$ cat src/rtl/mc_sequencer.sv
// Main control FSM of the multi-cycle RV32I core: sequences fetch/decode/execute,
// stalls on memory readiness, halts on ECALL with x17==10 and counts retired instructions.
module mc_sequencer #(
    parameter int CNT_W = 32
) (
    input  logic             clk_i,
    input  logic             reset_ni,
    input  logic [6:0]       opcode_i,
    input  logic             bcond_i,
    input  logic             halt_req_i,
    input  logic             mem_ready_i,
    output logic             pc_write_o,
    output logic             pc_source_o,
    output logic             i_or_d_o,
    output logic             mem_read_o,
    output logic             mem_write_o,
    output logic             ir_write_o,
    output logic             reg_write_o,
    output logic [1:0]       wb_sel_o,
    output logic             alu_src_a_o,
    output logic [1:0]       alu_src_b_o,
    output logic [1:0]       alu_op_signal_o,
    output logic             is_ecall_o,
    output logic             halted_o,
    output logic [CNT_W-1:0] retired_o
);

    localparam logic [6:0] OP_R      = 7'b0110011;
    localparam logic [6:0] OP_I      = 7'b0010011;
    localparam logic [6:0] OP_LOAD   = 7'b0000011;
    localparam logic [6:0] OP_STORE  = 7'b0100011;
    localparam logic [6:0] OP_BRANCH = 7'b1100011;
    localparam logic [6:0] OP_JAL    = 7'b1101111;
    localparam logic [6:0] OP_JALR   = 7'b1100111;
    localparam logic [6:0] OP_SYSTEM = 7'b1110011;

    typedef enum logic [3:0] {
        S_IF, S_ID, S_EX_ALU, S_WB_ALU, S_ADDR, S_MEM_RD, S_WB_LD,
        S_MEM_WR, S_BR, S_PC4, S_JAL, S_JALR1, S_JALR2, S_HALT
    } state_t;

    state_t           state_q, state_d;
    logic [CNT_W-1:0] retired_q, retired_d;
    logic             retire;

    always_ff @(posedge clk_i or negedge reset_ni) begin
        if (!reset_ni) begin
            state_q   <= S_IF;
            retired_q <= '0;
        end else begin
            state_q   <= state_d;
            retired_q <= retired_d;
        end
    end

    assign retired_d = retire ? retired_q + {{(CNT_W-1){1'b0}}, 1'b1} : retired_q;
    assign retired_o = retired_q;

    always_comb begin
        state_d         = state_q;
        retire          = 1'b0;
        pc_write_o      = 1'b0;
        pc_source_o     = 1'b0;
        i_or_d_o        = 1'b0;
        mem_read_o      = 1'b0;
        mem_write_o     = 1'b0;
        ir_write_o      = 1'b0;
        reg_write_o     = 1'b0;
        wb_sel_o        = 2'd0;
        alu_src_a_o     = 1'b0;
        alu_src_b_o     = 2'd0;
        alu_op_signal_o = 2'b00;
        is_ecall_o      = 1'b0;
        halted_o        = 1'b0;

        case (state_q)
            S_IF: begin
                mem_read_o = 1'b1;
                ir_write_o = mem_ready_i;
                if (mem_ready_i) state_d = S_ID;
            end
            S_ID: begin
                alu_src_b_o = 2'd2;
                is_ecall_o  = (opcode_i == OP_SYSTEM);
                case (opcode_i)
                    OP_R, OP_I:        state_d = S_EX_ALU;
                    OP_LOAD, OP_STORE: state_d = S_ADDR;
                    OP_BRANCH:         state_d = S_BR;
                    OP_JAL:            state_d = S_JAL;
                    OP_JALR:           state_d = S_JALR1;
                    OP_SYSTEM:         state_d = halt_req_i ? S_HALT : S_PC4;
                    default:           state_d = S_PC4;
                endcase
            end
            S_EX_ALU: begin
                alu_src_a_o     = 1'b1;
                alu_src_b_o     = (opcode_i == OP_R) ? 2'd0 : 2'd2;
                alu_op_signal_o = 2'b10;
                state_d         = S_WB_ALU;
            end
            S_WB_ALU, S_WB_LD: begin
                reg_write_o = 1'b1;
                wb_sel_o    = (state_q == S_WB_LD) ? 2'd1 : 2'd0;
                alu_src_b_o = 2'd1;
                pc_write_o  = 1'b1;
                retire      = 1'b1;
                state_d     = S_IF;
            end
            S_ADDR: begin
                alu_src_a_o = 1'b1;
                alu_src_b_o = 2'd2;
                state_d     = (opcode_i == OP_STORE) ? S_MEM_WR : S_MEM_RD;
            end
            S_MEM_RD: begin
                mem_read_o = 1'b1;
                i_or_d_o   = 1'b1;
                if (mem_ready_i) state_d = S_WB_LD;
            end
            S_MEM_WR: begin
                mem_write_o = 1'b1;
                i_or_d_o    = 1'b1;
                if (mem_ready_i) begin
                    alu_src_b_o = 2'd1;
                    pc_write_o  = 1'b1;
                    retire      = 1'b1;
                    state_d     = S_IF;
                end
            end
            S_BR: begin
                alu_src_a_o     = 1'b1;
                alu_op_signal_o = 2'b01;
                if (bcond_i) begin
                    pc_write_o  = 1'b1;
                    pc_source_o = 1'b1;
                    retire      = 1'b1;
                    state_d     = S_IF;
                end else begin
                    state_d = S_PC4;
                end
            end
            S_PC4: begin
                alu_src_b_o = 2'd1;
                pc_write_o  = 1'b1;
                retire      = 1'b1;
                state_d     = S_IF;
            end
            S_JALR1: begin
                alu_src_a_o     = 1'b1;
                alu_src_b_o     = 2'd2;
                alu_op_signal_o = 2'b10;
                state_d         = S_JALR2;
            end
            // Link value is PC+4 from the ALU while the target already sits in ALUOut,
            // so rd==rs1 cannot corrupt the jump target.
            S_JAL, S_JALR2: begin
                reg_write_o = 1'b1;
                wb_sel_o    = 2'd2;
                alu_src_b_o = 2'd1;
                pc_write_o  = 1'b1;
                pc_source_o = 1'b1;
                retire      = 1'b1;
                state_d     = S_IF;
            end
            S_HALT: begin
                halted_o = 1'b1;
            end
            default: state_d = S_IF;
        endcase
    end

endmodule

$ cat config.mk
export PLATFORM = sky130hd
export DESIGN_NAME = mc_sequencer
export DESIGN_NICKNAME = d
export VERILOG_FILES = /design/src/rtl/mc_sequencer.sv
export SDC_FILE = /design/constraint.sdc
export NUM_CORES = 1
export LEC_CHECK = 0
export BUFFER_PORTS_ARGS = -buffer_cell sky130_fd_sc_hd__buf_2
export CAP_MARGIN = 20
export CORE_UTILIZATION = 57
export CTS_BUF_LIST = sky130_fd_sc_hd__clkbuf_8 sky130_fd_sc_hd__clkbuf_16
export DETAILED_ROUTE_END_ITERATION = 8
export PLACE_DENSITY = 0.84
export SLEW_MARGIN = 15
export SYNTH_ARGS = -nofsm -noshare
export SYNTH_HDL_FRONTEND = slang
export SYNTH_SLANG_ARGS = --single-unit
$ cat constraint.sdc
create_clock -name clk_i -period 2.68 [get_ports clk_i]
set_input_delay 0 -clock clk_i [delete_from_list [all_inputs] [get_ports clk_i]]
set_output_delay 0 -clock clk_i [all_outputs]
set_load 0.02 [all_outputs]
==> Word level (Yosys, flattened, before mapping) <==
Index checks and enable logic that the tools add are counted.
{ "totals": {"elab_cells": 67, "inputBits": 12, "regBits": 36} }
{ "op_classes": {"addsub": 1, "muxes": 26, "eq_ne": 24, "n_reduce_logical": 13, "bitwise": 1} }
{ "op_table": {"columns": ["op", "count"], "rows": [
  ["4-bit case mux with 9 select lines", 1],
  ["32-bit by 1-bit adder with 32-bit output, second input constant", 1],
  ["7-bit equality test, second input constant", 4],
  ["4-bit equality test, second input constant", 6],
  ["4-bit case mux with 6 select lines", 1],
  ["4-bit by 3-bit equality test with 1-bit output, second input constant", 4],
  ["4-bit 2-to-1 mux", 4],
  ["7-bit by 6-bit equality test with 1-bit output, second input constant", 2],
  ["2-bit OR reduction", 7],
  ["1-bit 2-to-1 mux", 12],
  ["4-bit by 2-bit equality test with 1-bit output, second input constant", 2],
  ["2-bit case mux with 2 select lines", 2],
  ["2-bit case mux with 4 select lines", 1],
  ["4-bit OR reduction", 2],
  ["7-bit by 2-bit equality test with 1-bit output, second input constant", 1],
  ["7-bit by 5-bit equality test with 1-bit output, second input constant", 1],
  ["2-bit inequality test, second input constant", 3],
  ["5-bit OR reduction", 1],
  ["4-bit by 1-bit equality test with 1-bit output, second input constant", 1],
  ["4-bit zero test", 1],
  ["2-bit 2-to-1 mux", 2],
  ["4-bit AND reduction", 1],
  ["3-bit 2-to-1 mux", 1],
  ["1-bit case mux with 3 select lines", 1],
  ["3 further kinds", 3]
]} }

==> Logic depth before layout (Yosys ltp) <==
{ "logic_depth": {"word_depth": 4, "ltp_mapped": 7} }

==> Worst setup path after synthesis <==
No wires, ideal clock.
{ "synth_timing": {"path_kind": "flip-flop to flip-flop", "startpoint": "reg retired_q[7] (netlist: retired_o[7])", "endpoint": "reg retired_q[24] (netlist: retired_o[24])", "stages_incl_launch_ff": 6, "required_time_ps": 2551, "arrival_time_ps": 1783, "path_slack_ps": 767, "setup_ps": 129, "path_cell_list": "dfrtp_1 -> nand3_1 -> or2_2 -> buf_1 -> or4_4 -> xnor2_2"} }
{ "synth_via": {"elab_chain_cells": 1} }
{ "synth_lines": {"columns": ["element", "line", "rtl"], "rows": [
  ["start: declaration", "43", "logic [CNT_W-1:0] retired_q, retired_d;"],
  ["start signal: assignment", "52", "retired_q <= retired_d;"],
  ["32-bit by 1-bit adder with 32-bit output", "56", "assign retired_d = retire ? retired_q + {{(CNT_W-1){1'b0}}, 1'b1} : retired_q;"]
]} }
No other way between the ends.
A chain may end at the register's enable or synchronous reset.

==> Worst setup path after layout <==
{ "layout_timing": {"startpoint": "reg state_q[1]", "endpoint": "reg retired_q[24] (netlist: retired_o[24])"} }
{ "layout_via": {"elab_chain_cells": 3, "elab_cells_between_ends": 9, "cone_classes": "eq/ne: 7; mux: 1; reduce/logical: 1"} }
{ "layout_lines": {"columns": ["element", "line", "rtl"], "rows": [
  ["start: declaration", "42", "state_t state_q, state_d;"],
  ["start signal: assignment", "51", "state_q <= state_d;"],
  ["4-bit by 3-bit equality test with 1-bit output, or another cell as far along", "76", "case (state_q)"],
  ["5-bit OR reduction (no line)", null, null],
  ["1-bit case mux with 3 select lines (*)", "76", null]
]} }
Every way passes the cells marked *; elsewhere a longest branch is shown, timed or not.

==> results.txt <==
status: finished, final reports clean
Worst Path Arrival: 2340 ps
placed cells: 349
Peak VDD IR: 609 uV
IO buf count: 59
Skew-Pair Late Insertion Delay: 300 ps
final hold violation count: 0
router iterations before antenna repair: 4
global-route wire length before repair: 8.29 mm
post-CTS setup buffers: 0
worst slack at placement: 549 ps
MaxCap Viol Count: 0
Mapped Nets: 262
Max Root-Sink Buffers: 2
Worst path slowest cell: dfrtp_1
Final WS setup: 532 ps
I/O Pins: 60
net switching power: 905 uW
maximum clock rate: 466 MHz
Sw Share: 44.6%
via count: 2,000
All-Layer GR Usage: 26.1%
Worst Max-Slew Pin Slew: 751 ps
Worst setup EP type: flip-flop
hold crit path type: primary input to flip-flop
via/cell ratio: 5.59
Post-synth EDFFs: 0
Residual DRC: 0
RePlAce Congestion: 0.849
Post-CTS Resized: 0
CP max FO: 13
Synth Cell Area: 2240 um^2
Worst R2R Start: state_q[1]
CP Launch Point: state_q[1]
commonest non-fill, non-tap cells in the layout: buf_2 (59), dfrtp_1 (36), nor2_1 (29)
Root Buffer: clkbuf_8
skew final: 9.51 ps
number of antenna-violating nets in the routed design: 0
pin count of the biggest net entering global routing: 37
Final Net Count: 322
Synth Instances: 249
xor-xnor portion of the synthesized cell area: 13.6%
Initial Util: 60.3%
area post-placement: 2580 um^2
P&R area growth vs syn: 19.3%
Setup TNS: 0 ps
area of the multi-input gates: 1250 um^2
fin. max-slew vios: 0
Clock Power Share: 18.8%
Seq pwr share: 34.3%
Slew headroom: 49.9%
Filler cells: 298
Hold-fix buffers, CTS: 1
routed len/inst: 14.0 um
H-tree depth: 2
Synth Flop Type: dfrtp_1
Seq/Total Area, Yosys: 40.2%
DR iter-0 viols: 208
TritonCTS buffer count: 5
RSZ-0062 raised after global routing: false
PwrDens: 759 nW/um^2
register area: 901 um^2
Warnings, synthesis: 0
Worst-path clk slew: 70 ps
Finished Cell Area: 2670 um^2
HPWL Detailed: 3.60 mm
min Tclk post-route: 2150 ps
largest area contributor in the netlist: dfrtp_1
post-synthesis mux area share: 1.01%
Yosys top cell area share: 40.2%
adder-cell share of the synthesized area: 0.558%
P_leak: 1.37 nW
WP data required: 2870 ps
diodes inserted: 0
WS Path Type: flip-flop to flip-flop
Setup crit start kind: flip-flop
Routed WL: 5.02 mm
vias in the first global route: 1,731
setup violators final: 0
main area contributors after synthesis: dfrtp_1 (40%), xor2_1 (8.2%), nor2_1 (4.9%), xnor2_1 (4.7%), nand3_1 (4.2%)
leading cell type in the layout, fill and taps excluded: buf_2
ratio of cells with drive above 1 in the final layout: 28.4%
Mean Syn Cell Area: 9.00 um^2
Die Wd: 64.7 um
# rows: 22
hold slack final: 22.9 ps
Remaining Overflow, GRT: 0
FFs w/ async S/R, synth: 100%
Logic pwr share: 46.9%
initial antenna violation count: 0
Num Clock Sinks: 36
post-layout util: 72.0%
Simple-Gate Fraction of Synth Area: 29.9%
Synth Area in Compound Gates: 10.7%
die height: 64.7 um
#FFs+latches synth: 36
crit-path cells: o21ai_1, a221oi_4, nand4_1, buf_4, or4_4, xnor2_2
final period utilization: 80.1%
Non-Filler Instances: 358
TritonCTS clock tree: done
core area: 3720 um^2
slowest stage delay, CP: 560 ps
Int Pwr: 1.13 mW
Synth cell types: 46
total power draw: 2.03 mW
largest family of logic cells by synthesized area: simple AND/OR/NAND/NOR gates
DIE AREA: 4190 um^2
hold path startpoint: opcode_i[0]
==> kinds of logic after synthesis <==
logic type / count (synthesis)
XOR/XNOR: 34
AND/OR/NAND/NOR: 124
multiplexers: 2
buffers and inverters: 20
adder cells (fa/ha/maj): 1
AO/OA/AOI/OAI: 32
flip-flops: 36
==> cell type report <==
class / instances / area share [%]
Inverter: 7 / 0.983
Sequential cell: 36 / 33.7
Clock buffer: 5 / 2.57
Timing Repair Buffer: 66 / 13.1
Clock inverter: 3 / 0.702
Tap cell: 48 / 2.25
Multi-Input combinational cell: 193 / 46.7
==> critical path: cells and delay by family (launching register included) <==
kind | cells | cell delay [ps]
buf+inv | 1 | 200
flops | 1 | 560
compound gates | 2 | 470
xor+xnor | 1 | 140
simple gates | 2 | 680
==> worst paths after layout <==
path / depth (start not counted) / to / slack [ps]
max: 6 / retired_o[24] / 530
min: 3 / state_q[1] / 20
max reg2reg: 6 / retired_o[24] / 530
min reg2reg: 1 / retired_o[31] / 470
max in group asynchronous: 2 / retired_o[8] / 1890
min in group asynchronous: 2 / retired_o[21] / 300
==> cells in the mapped netlist, types with 3 or more instances <==
master,instances
dfrtp_1,36
and4_1,4
xnor2_1,12
xor2_1,21
nor2_1,29
nor4_2,4
nand2_1,23
nand3b_1,4
a21oi_1,5
and3_1,5
inv_1,7
nand3_1,19
nand4_1,8
nand2b_1,3
clkbuf_1,8
or2_2,3
nor4_1,3
o21ai_0,9
nor3_1,10
==> per-layer routing <==
layer	up-vias	share of wire, %	GRT usage (%)
li1	996	-	-
met1	944	50	38.1
met2	56	44	37.6
met3	4	5.0	7.04
met4	0	0.72	8.06
met5	-	0	0
==> power groups by stage <==
| stage | clock (mW) | sequential (mW) | combinational, mW |
|---|---|---|---|
| 6_report | 0.382 | 0.696 | 0.952 |
| 2_1_floorplan | 0 | 0.721 | 0.677 |
| 4_1_cts | 0.389 | 0.693 | 0.948 |
| 5_1_grt | 0.414 | 0.705 | 1.05 |
| 3_3_place_gp | 0 | 0.693 | 0.929 |
| 3_5_place_dp | 0 | 0.702 | 0.941 |
==> flip-flops by register name, indices dropped and copies added, names as in the netlist <==
name,flops
retired_o,32
state_q,4
Power figures use the tool's default switching activity.
